$ cat src/rtl/vga_sync_gen.sv
// VGA sync generator: pixel-rate divider, h/v position counters, registered syncs aligned with pix_x/pix_y.
// Define VGA_SYNC_FRAME_TICK_EN to enable the one-clk end-of-frame pulse on frame_tick.
module vga_sync_gen #(
    parameter int HD = 640,
    parameter int HF = 16,
    parameter int HR = 96,
    parameter int HB = 48,
    parameter int VD = 480,
    parameter int VF = 10,
    parameter int VR = 2,
    parameter int VB = 33
) (
    input  logic       clk,
    input  logic       reset,
    output logic       hsync,
    output logic       vsync,
    output logic       video_on,
    output logic       pixel_tick,
    output logic [9:0] pix_x,
    output logic [9:0] pix_y,
    output logic       frame_tick
);

    localparam logic [9:0] H_MAX        = 10'(HD + HF + HR + HB - 1);
    localparam logic [9:0] V_MAX        = 10'(VD + VF + VR + VB - 1);
    localparam logic [9:0] H_SYNC_FIRST = 10'(HD + HF);
    localparam logic [9:0] H_SYNC_LAST  = 10'(HD + HF + HR - 1);
    localparam logic [9:0] V_SYNC_FIRST = 10'(VD + VF);
    localparam logic [9:0] V_SYNC_LAST  = 10'(VD + VF + VR - 1);

    logic       tick_q;
    logic [9:0] h_cnt, v_cnt;
    logic [9:0] h_next, v_next;
    logic       hsync_q, vsync_q;

    // NOTE: every signal assigned in always_comb gets a default first, so no latch can be inferred.
    always_comb begin
        h_next = h_cnt;
        v_next = v_cnt;
        if (tick_q) begin
            if (h_cnt == H_MAX) begin
                h_next = '0;
                v_next = (v_cnt == V_MAX) ? '0 : v_cnt + 10'd1;
            end else begin
                h_next = h_cnt + 10'd1;
            end
        end
    end

    // Syncs are decoded from the next count so the registered values line up with the counters.
    // NOTE: sequential state uses non-blocking assignments so all registers update from pre-edge values.
    always_ff @(posedge clk) begin
        if (reset) begin
            tick_q  <= 1'b0;
            h_cnt   <= '0;
            v_cnt   <= '0;
            hsync_q <= 1'b1;
            vsync_q <= 1'b1;
        end else begin
            tick_q  <= ~tick_q;
            h_cnt   <= h_next;
            v_cnt   <= v_next;
            hsync_q <= !((h_next >= H_SYNC_FIRST) && (h_next <= H_SYNC_LAST));
            vsync_q <= !((v_next >= V_SYNC_FIRST) && (v_next <= V_SYNC_LAST));
        end
    end

`ifdef VGA_SYNC_FRAME_TICK_EN
    logic frame_q;

    // Fires on the clk where pixel_tick is high at the last position, i.e. the next tick wraps the frame.
    always_ff @(posedge clk) begin
        if (reset) begin
            frame_q <= 1'b0;
        end else begin
            frame_q <= !tick_q && (h_next == H_MAX) && (v_next == V_MAX);
        end
    end

    assign frame_tick = frame_q;
`else
    assign frame_tick = 1'b0;
`endif

    assign pixel_tick = tick_q;
    assign pix_x      = h_cnt;
    assign pix_y      = v_cnt;
    assign hsync      = hsync_q;
    assign vsync      = vsync_q;
    assign video_on   = (h_cnt < 10'(HD)) && (v_cnt < 10'(VD));

endmodule

$ cat config.mk
export PLATFORM = sky130hd
export DESIGN_NAME = vga_sync_gen
export DESIGN_NICKNAME = d
export VERILOG_FILES = /design/src/rtl/vga_sync_gen.sv
export SDC_FILE = /design/constraint.sdc
export NUM_CORES = 1
export LEC_CHECK = 0
export CELL_PAD_IN_SITES_DETAIL_PLACEMENT = 0
export CELL_PAD_IN_SITES_GLOBAL_PLACEMENT = 1
export CORE_MARGIN = 4
export CORE_UTILIZATION = 40
export DETAILED_ROUTE_END_ITERATION = 10
export PLACE_DENSITY_LB_ADDON = 0.1
export SKIP_LAST_GASP = 1
export SLEW_MARGIN = 20
export SYNTH_ARGS = -nofsm -noshare
export SYNTH_HDL_FRONTEND = slang
export SYNTH_SLANG_ARGS = --single-unit
$ cat constraint.sdc
create_clock -name clk -period 3.9 [get_ports clk]
set_input_delay 0.39 -clock clk [delete_from_list [all_inputs] [get_ports clk]]
set_output_delay 0.39 -clock clk [all_outputs]
set_load 0.02 [all_outputs]
==> flow_metrics.py, run 1 <==
metrics = {
    "cts": {
        "clk_latency_ns": 0.31,
        "cts_hold_buffers": 0,
        "root_buffer": "clkbuf_4",
        "htree_levels": 1,
        "cts_setup_buffers": 0,
        "tritoncts": "built",
        "clk_pin_slew_ns": 0.14,
        "clock-sinks": 23,
        "cts_buffer_depth": 2,
        "numCtsBuffers": 3,
        "cts_resized": 0,
    },
    "synth": {
        "synth_flop_cell": "dfxtp_1",
        "yosysSeqAreaShare_pct": 34.4,
        "synth-edff-count": 0,
        "async_flop_share_pct": 0,
        "ys_types": 49,
        "yosysWarnings": 0,
        "syn_nets": 163,
        "syn_area_um2": 1340,
        "avgSynthCellArea_um2": 8.47,
        "syn_inst": 158,
        "synth_seq_cells": 23,
    },
    "finish": {
        "antenna_cells": 0,
        "drive_gt1_share_pct": 5.65,
        "mostFrequentLayoutCell": "clkdlybuf4s50_1",
        "area_delta_synth_final_pct": 19.0,
        "fin_nets": 183,
        "layout_common_cells": "clkdlybuf4s50_1 (25), dfxtp_1 (23), nand2_1 (14)",
        "postLayoutCellArea_um2": 1590,
    },
    "setup_path": {
        "worst-path-max-fanout": 6,
        "critical_path.startpoint_type": "register",
        "setup.worst_path.end_class": "primary output",
        "worstPathArrival_ns": 1.74,
        "cp-startpoint": "pix_y[5]",
        "timing.rr.start": "pix_x[0]",
        "critPathKind": "register to primary output",
        "required_ns": 3.51,
    },
    "routing": {
        "routed_wl_um": 3070,
        "vias": 1221,
        "dr.max_layer_used": "met4",
        "dr.first_iter.drc_count": 51,
        "drc": 0,
        "post_drt_wl_per_cell_um": 13.9,
        "wl_met1_um": 1420,
        "routed-wl-met3_um": 85,
        "met2_length_um": 1550,
        "drt.antenna.violating_nets": 0,
        "post_drt_via_cell_ratio": 5.52,
        "first_pass_iters": 4,
    },
    "sta": {
        "hold_ws_ns": 0.527,
        "relSlewSlack_pct": 66.1,
        "rsz0062_at_grt": "false",
        "fin_ws_ns": 1.77,
        "skew_ns": 0.00288,
        "maxSlewViolCount": 0,
        "hold_viol": 0,
        "tns_ns": 0,
        "worstMarginPinSlew_ns": 0.508,
        "min_period_ns": 2.13,
        "layout_worst_path_cycle_share_pct": 54.6,
        "setup_viol_count_final": 0,
        "max_freq_mhz": 470,
    },
    "global_route": {
        "grt_max_degree": 15,
        "grt_overflow": 0,
        "grt_pass1_vias": 1198,
        "grt_pass1_wl_um": 5280,
        "grt_usage_pct": 15.4,
        "antenna_found_initial": 0,
    },
    "power_and_ir_drop": {
        "power.density_nw_per_um2": 238,
        "p_int_w": 0.000285,
        "total_power_w": 0.000378,
        "leakagePower_nw": 0.538,
        "power_frac_seq_pct": 64.1,
        "power_frac_clock_pct": 30.8,
        "irDropWorstVdd_v": 0.000129,
        "p_sw_w": 0.0000934,
        "switching_share_pct": 24.7,
        "combPwrFrac_pct": 5.1,
    },
    "place": {
        "postPlaceCellArea_um2": 1560,
        "gp_congestion": 0.867,
        "dp_slack_ns": 1.84,
        "dp_hpwl_um": 2220,
        "io_buffers": 25,
    },
    "floorplan": {
        "core_um2": 3130,
        "die_h_um": 65.8,
        "start_util_pct": 42.8,
        "die_x_um": 65.8,
        "row_count": 20,
        "ioPinCount": 27,
        "die_area_um2": 4330,
    },
    "min_path": {
        "min_path_type": "register to register",
        "min-delay-start": "pix_x[1]",
    },
    "run_status": {
        "status": "finished, final reports clean",
    },
    "run": {
        "maxCapViolations": 0,
    },
}
## power groups by stage
stage | sequential (W) | clock, W | combinational (W)
detailed placement | 0.000248 | 0 | 0.0000194
global route | 0.000243 | 0.000131 | 0.0000212
finish | 0.000243 | 0.000116 | 0.0000193
global placement | 0.000247 | 0 | 0.0000194
CTS | 0.000243 | 0.000123 | 0.0000196
floorplan | 0.000248 | 0 | 0.0000113
## logic make-up (layout without fill, tap and decap cells)
| family | count (synthesis) | after routing | share of synthesized area [%] |
|---|---|---|---|
| fa+ha+maj | 3 | 3 | 2.81 |
| mux | 1 | 1 | 0.748 |
| buf+inv | 14 | 33 | 7.02 |
| simple gates | 71 | 71 | 30.7 |
| xor+xnor | 10 | 10 | 6.55 |
| flops | 23 | 23 | 34.4 |
| compound gates | 35 | 35 | 17.5 |
| other cells | 1 | 1 | 0.280 |
## worst max-delay path, cell delays in order (launching register included)
cell             delay, ns
dfxtp_1               0.46
nand2_1               0.18
nor2_1                0.18
nor2_1                0.07
clkdlybuf4s50_1       0.53
## synth_stat cells, types with 2 or more instances
cell type  count  area (µm²)
buf_4          4        30.0
nor4_1         3        18.8
nand4b_1       2        17.5
nand4_1        2        12.5
or4_1          3        22.5
o21ai_0        6        30.0
xnor2_1        6        52.6
o31ai_1        3        22.5
nand2b_1       3        18.8
and4_1         2        17.5
and3_1         2        12.5
nand2_1       14        52.6
inv_1          4        15.0
or3_1          4        25.0
dfxtp_1       23         460
nor3_1         5        25.0
ha_1           3        37.5
a21oi_1       10        50.1
buf_2          2        10.0
a211oi_1       3        22.5
nor2_1        13        48.8
xor2_1         4        35.0
clkbuf_1       3        11.3
nand3_1        9        45.0
## final cells by class
| cell class | instances | area (µm²) |
|---|---|---|
| clock buffer | 3 | 22.5 |
| timing repair buffer | 25 | 250 |
| clock inverter | 1 | 5.00 |
| fill | 329 | 1540 |
| sequential | 23 | 460 |
| tap | 44 | 55.1 |
| multi-input combinational | 121 | 783 |
| inverter | 4 | 15.0 |
## registers in the layout, summed over array words and instances, names as in the netlist
signal	flops
hsync	1
pix_x	10
pix_y	10
pixel_tick	1
vsync	1
## worst paths after layout
path / end / slack (ns) / cells after the start
setup / recovery: video_on / 1.77 / 4
hold / removal: pix_x[1] / 0.53 / 2
setup reg to reg: pix_y[4] / 1.81 / 6
hold reg to reg: pix_x[1] / 0.53 / 2
## through the flow
| step | std cells | util [%] |
|---|---|---|
| after floorplan | 158 | - |
| after global placement | 217 | 50.0 |
| after detailed placement | 217 | 50.0 |
| after CTS | 221 | 50.9 |
| after global routing | 221 | 50.9 |
| final | 221 | 50.9 |
## metal layers
metal,up-vias,track usage (%)
met3,2,2.04
met1,586,18.0
met4,0,5.44
met5,-,0
met2,19,28.2
li1,614,-
Note: power is estimated with default switching activity, not from simulation.
==> run 2, diff against run 1 <==
Settings changed: CORE_UTILIZATION 40 to 34.
Clock period 3.9 ns to 1.9 ns, I/O delays scaled along.
==> run 2 against run 1 <==
Against the previous run:
- clock power rose to 2.6 times the previous value
- routed wire length increased by 8.5%
- first-iteration DRC count increased by 5.9%
- cell area is 13% higher
- critical path type is now register to register
- critical endpoint is now vsync
- largest cell class unchanged
==> flow_metrics.py, run 2 (same netlist as run 1, synthesis figures left out) <==
metrics = {
    "run_status": {
        "status": "finished, final reports clean",
    },
    "floorplan": {
        "start_util_pct": 35.7,
        "core_um2": 3740,
        "row_count": 22,
        "ioPinCount": 27,
        "die_h_um": 70.7,
        "die_area_um2": 5000,
        "die_x_um": 70.7,
    },
    "sta": {
        "skew_ns": 0.00489,
        "layout_worst_path_cycle_share_pct": 95.5,
        "max_freq_mhz": 551,
        "hold_ws_ns": 0.492,
        "min_period_ns": 1.81,
        "rsz0062_at_grt": "false",
        "maxSlewViolCount": 0,
        "setup_viol_count_final": 0,
        "hold_viol": 0,
    },
    "place": {
        "dp.cells": 245,
        "gp_congestion": 0.826,
        "dp_hpwl_um": 2540,
        "postPlaceCellArea_um2": 1750,
        "io_buffers": 25,
    },
    "finish": {
        "drive_gt1_share_pct": 19.9,
        "layout_common_cells": "clkdlybuf4s50_1 (24), buf_4 (24), dfxtp_1 (20)",
        "fill_cells": 391,
        "postLayoutCellArea_um2": 1810,
        "multi_input_area_um2": 791,
        "antenna_cells": 0,
        "final_core_util_pct": 48.2,
        "ff_latch_area_um2": 464,
        "area_delta_synth_final_pct": 35.0,
        "fin_nets": 207,
        "stdcell_count": 249,
    },
    "cts": {
        "tritoncts": "built",
        "clk_pin_slew_ns": 0.09,
        "cts_hold_buffers": 0,
        "htree_levels": 1,
        "numCtsBuffers": 3,
        "root_buffer": "clkbuf_8",
        "clock-sinks": 23,
        "clk_latency_ns": 0.26,
        "cts_buffer_depth": 2,
    },
    "setup_path": {
        "slowest_delay_ns": 0.53,
        "required_ns": 2.03,
        "crit_path_top_delay_cell": "or4_4",
        "worst-path-max-fanout": 4,
        "path_depth": 5,
        "setup.worst_path.end_class": "register",
        "critPathKind": "register to register",
        "crit_chain": "or3_1 > or4_4 > a21oi_2 > o221a_1 > o2111ai_1",
        "path_buf_inv": 0,
        "critical_path.startpoint_type": "register",
        "r2r_cells": 5,
        "cp_top_family": "simple AND/OR/NAND/NOR gates",
        "worstPathArrival_ns": 1.95,
    },
    "power_and_ir_drop": {
        "power_frac_clock_pct": 36.1,
        "power_frac_seq_pct": 58.3,
        "p_int_w": 0.000657,
        "combPwrFrac_pct": 5.6,
        "leakagePower_nw": 0.668,
        "power.density_nw_per_um2": 470,
        "p_sw_w": 0.000192,
        "irDropWorstVdd_v": 0.000166,
        "switching_share_pct": 22.6,
    },
    "routing": {
        "drt.antenna.violating_nets": 0,
        "first_pass_iters": 4,
        "post_drt_via_cell_ratio": 5.09,
        "post_drt_wl_per_cell_um": 13.4,
        "vias": 1267,
        "drc": 0,
        "dr.first_iter.drc_count": 54,
        "routed_wl_um": 3330,
    },
    "min_path": {
        "min_path_type": "register to register",
        "whs_path_depth": 2,
    },
    "global_route": {
        "grt_max_degree": 14,
        "grt_usage_pct": 13.8,
        "grt_pass1_vias": 1218,
        "grt_pass1_wl_um": 5640,
        "antenna_found_initial": 0,
        "grt_overflow": 0,
    },
    "run": {
        "maxCapViolations": 0,
    },
}
run 2: cell types whose count changed in the layout (fill, tap and decap cells not counted), moves of 3 or more:
cell,delta
buf_4,+24
clkbuf_4,-3
dfxtp_1,-3
dfxtp_2,+3
clkbuf_8,+3
run 2: path summary, 6_finish.rpt:
path | startpoint | slack (ns) | end
worst min register to register | pix_x[1] | 0.49 | pix_x[1]
worst min-delay path | pix_x[1] | 0.49 | pix_x[1]
worst max register to register | pix_y[4] | 0.09 | vsync
worst max-delay path | pix_y[4] | 0.09 | vsync
run 2: power by group through the flow:
stage                     clock network (W)  logic [W]  registers (W)
after floorplan                           0  0.0000231       0.000511
after global placement                    0  0.0000482       0.000506
after detailed placement                  0  0.0000483       0.000506
after CTS                          0.000321  0.0000485       0.000495
after global routing               0.000338  0.0000517       0.000496
final                              0.000306  0.0000479       0.000494
run 2: layer usage:
layer | GRT usage [%] | share of wire [%] | vias to the layer above
met5 | 0 | 0 | -
met4 | 4.38 | 0.72 | 0
met3 | 1.99 | 3.5 | 2
met2 | 19.6 | 40 | 23
met1 | 21.2 | 56 | 579
li1 | - | - | 663
run 2: area by class of cell:
| cell class | count | area share, % |
|---|---|---|
| well taps | 48 | 3.33 |
| clock buffers | 3 | 2.29 |
| clock inverters | 1 | 0.277 |
| flip-flops and latches | 23 | 25.7 |
| repair buffers | 49 | 23.8 |
| multi-input cells | 121 | 43.8 |
| inverters | 4 | 0.832 |
run 2: metrics by stage:
stage	setup TNS [ns]	total power, W	setup slack, ns
floorplan	-0.0281	0.000534	-0.0281
global placement	0	0.000554	0.0517
detailed placement	0	0.000554	0.0150
CTS	0	0.000864	0.0445
global route	0	0.000886	0.0160
finish	0	0.000848	0.0862
run 2: what timing repair did:
item / CTS / global route
gates resized for setup: 2 / 3
gates cloned: 0 / 0
endpoints found under the setup margin: 2 / 3
pin swaps: 0 / 1
setup buffers: 0 / 0
run 2: worst register-to-register path, stage by stage (launching register included):
cell,delay [ns]
dfxtp_2,0.33
or3_1,0.39
or4_4,0.53
a21oi_2,0.14
o221a_1,0.18
o2111ai_1,0.11
==> run 3, diff against run 2 <==
Settings changed: CORE_MARGIN 4 to 1, CTS_CLUSTER_SIZE set to 12.
==> run 3 against run 2 <==
Against the previous run:
- worst hold slack improved by 0.0072 ns
- sequential share of layout area fell by 0.18 points
- cell count increased by 0.40%
- non-clock buffer count up 1
- fmax grew 1.1%
- critical endpoint unchanged
- largest power group unchanged
- highest routed layer unchanged
==> flow_metrics.py, run 3 (same netlist as run 1, synthesis figures left out) <==
metrics = {
    "finish": {
        "antenna_cells": 0,
        "fill_cells": 370,
        "fin_nets": 208,
        "layout_common_cells": "buf_4 (25), clkdlybuf4s50_1 (24), dfxtp_1 (20)",
        "mostFrequentLayoutCell": "buf_4",
        "multi_input_area_um2": 793,
        "drive_gt1_share_pct": 20.3,
        "final_core_util_pct": 48.9,
        "ff_latch_area_um2": 464,
        "stdcell_count": 250,
        "area_delta_synth_final_pct": 35.9,
    },
    "cts": {
        "cts_setup_buffers": 0,
        "cts_buffer_depth": 2,
        "cts_hold_buffers": 0,
        "clk_pin_slew_ns": 0.09,
        "root_buffer": "clkbuf_8",
        "htree_levels": 1,
        "clock-sinks": 23,
        "cts_resized": 0,
        "numCtsBuffers": 3,
        "tritoncts": "built",
        "clk_latency_ns": 0.26,
    },
    "global_route": {
        "grt_overflow": 0,
        "grt_max_degree": 14,
        "antenna_found_initial": 0,
        "grt_pass1_vias": 1124,
        "grt_usage_pct": 15.7,
        "grt_pass1_wl_um": 5110,
    },
    "setup_path": {
        "worstPathArrival_ns": 1.93,
        "worst-path-max-fanout": 4,
        "critical_path.startpoint_type": "register",
        "setup.worst_path.end_class": "register",
        "required_ns": 2.04,
        "critPathKind": "register to register",
    },
    "floorplan": {
        "ioPinCount": 27,
        "die_area_um2": 4190,
        "die_x_um": 64.7,
        "die_h_um": 64.7,
        "row_count": 22,
        "start_util_pct": 36.0,
        "core_um2": 3720,
    },
    "sta": {
        "setup_viol_count_final": 0,
        "skew_ns": 0.00469,
        "fin_ws_ns": 0.107,
        "tns_ns": 0,
        "hold_viol": 0,
        "max_freq_mhz": 558,
        "min_period_ns": 1.79,
        "maxSlewViolCount": 0,
        "rsz0062_at_grt": "false",
        "hold_ws_ns": 0.500,
        "layout_worst_path_cycle_share_pct": 94.4,
    },
    "power_and_ir_drop": {
        "leakagePower_nw": 0.673,
        "power.density_nw_per_um2": 471,
        "irDropWorstVdd_v": 0.000236,
    },
    "routing": {
        "routed_wl_um": 3210,
        "drt.antenna.violating_nets": 0,
        "post_drt_via_cell_ratio": 5.11,
        "vias": 1278,
        "drc": 0,
        "dr.first_iter.drc_count": 61,
        "post_drt_wl_per_cell_um": 12.8,
        "first_pass_iters": 4,
    },
    "place": {
        "dp_hpwl_um": 2490,
        "dp.cells": 246,
        "gp_congestion": 0.803,
        "io_buffers": 25,
        "dp_slack_ns": 0.0383,
    },
    "min_path": {
        "min_path_type": "register to register",
    },
    "run_status": {
        "status": "finished, final reports clean",
    },
    "run": {
        "maxCapViolations": 0,
    },
}
## run 3: cell types whose count changed in the layout (fill, tap and decap cells not counted), sizes merged
cell / delta
buf: +1
clkbuf: +1
clkinv: -1
dlygate4sd2: -1
dlymetal6s2s: +1
## run 3: layout make-up
class                   instances  share of cell area, %
clock buffers                   4                   2.48
well taps                      48                   3.30
multi-input cells             121                   43.6
flip-flops and latches         23                   25.5
repair buffers                 50                   24.2
inverters                       4                  0.826
## run 3: final timing paths
kind / startpoint / endpoint / slack (ns) / cells past startpoint
worst min register to register: pix_x[1] / pix_x[1] / 0.50 / 2
worst min-delay path: pix_x[1] / pix_x[1] / 0.50 / 2
worst max register to register: pix_y[9] / vsync / 0.11 / 5
worst max-delay path: pix_y[9] / vsync / 0.11 / 5
## run 3: stage by stage
step	total power [W]	area [µm²]
floorplan	0.000534	1340
global placement	0.000556	1760
detailed placement	0.000556	1760
CTS	0.000866	1810
global route	0.000891	1820
finish	0.000856	1820
## run 3: report_power, final
part | leakage (nW) | internal, W | switching (W)
sequential | 0.187 | 0.000488 | 0.00000634
combinational | 0.463 | 0.0000242 | 0.0000266
clock | 0.0228 | 0.000150 | 0.000162
total | 0.673 | 0.000662 | 0.000195
## run 3: per-layer routing
layer  vias to the layer above  GRT usage, %  wire (µm)
met2                        13          28.8       1680
met5                         -             0          0
met3                         2          2.64         59
li1                        657             -          -
met4                         0          6.11         22
met1                       606          17.8       1450
## run 3: critical path, stage by stage, from the launching register on
cell,delay (ns)
dfxtp_1,0.39
or2b_1,0.28
or4_4,0.57
a21oi_2,0.13
o221a_1,0.18
o2111ai_1,0.11
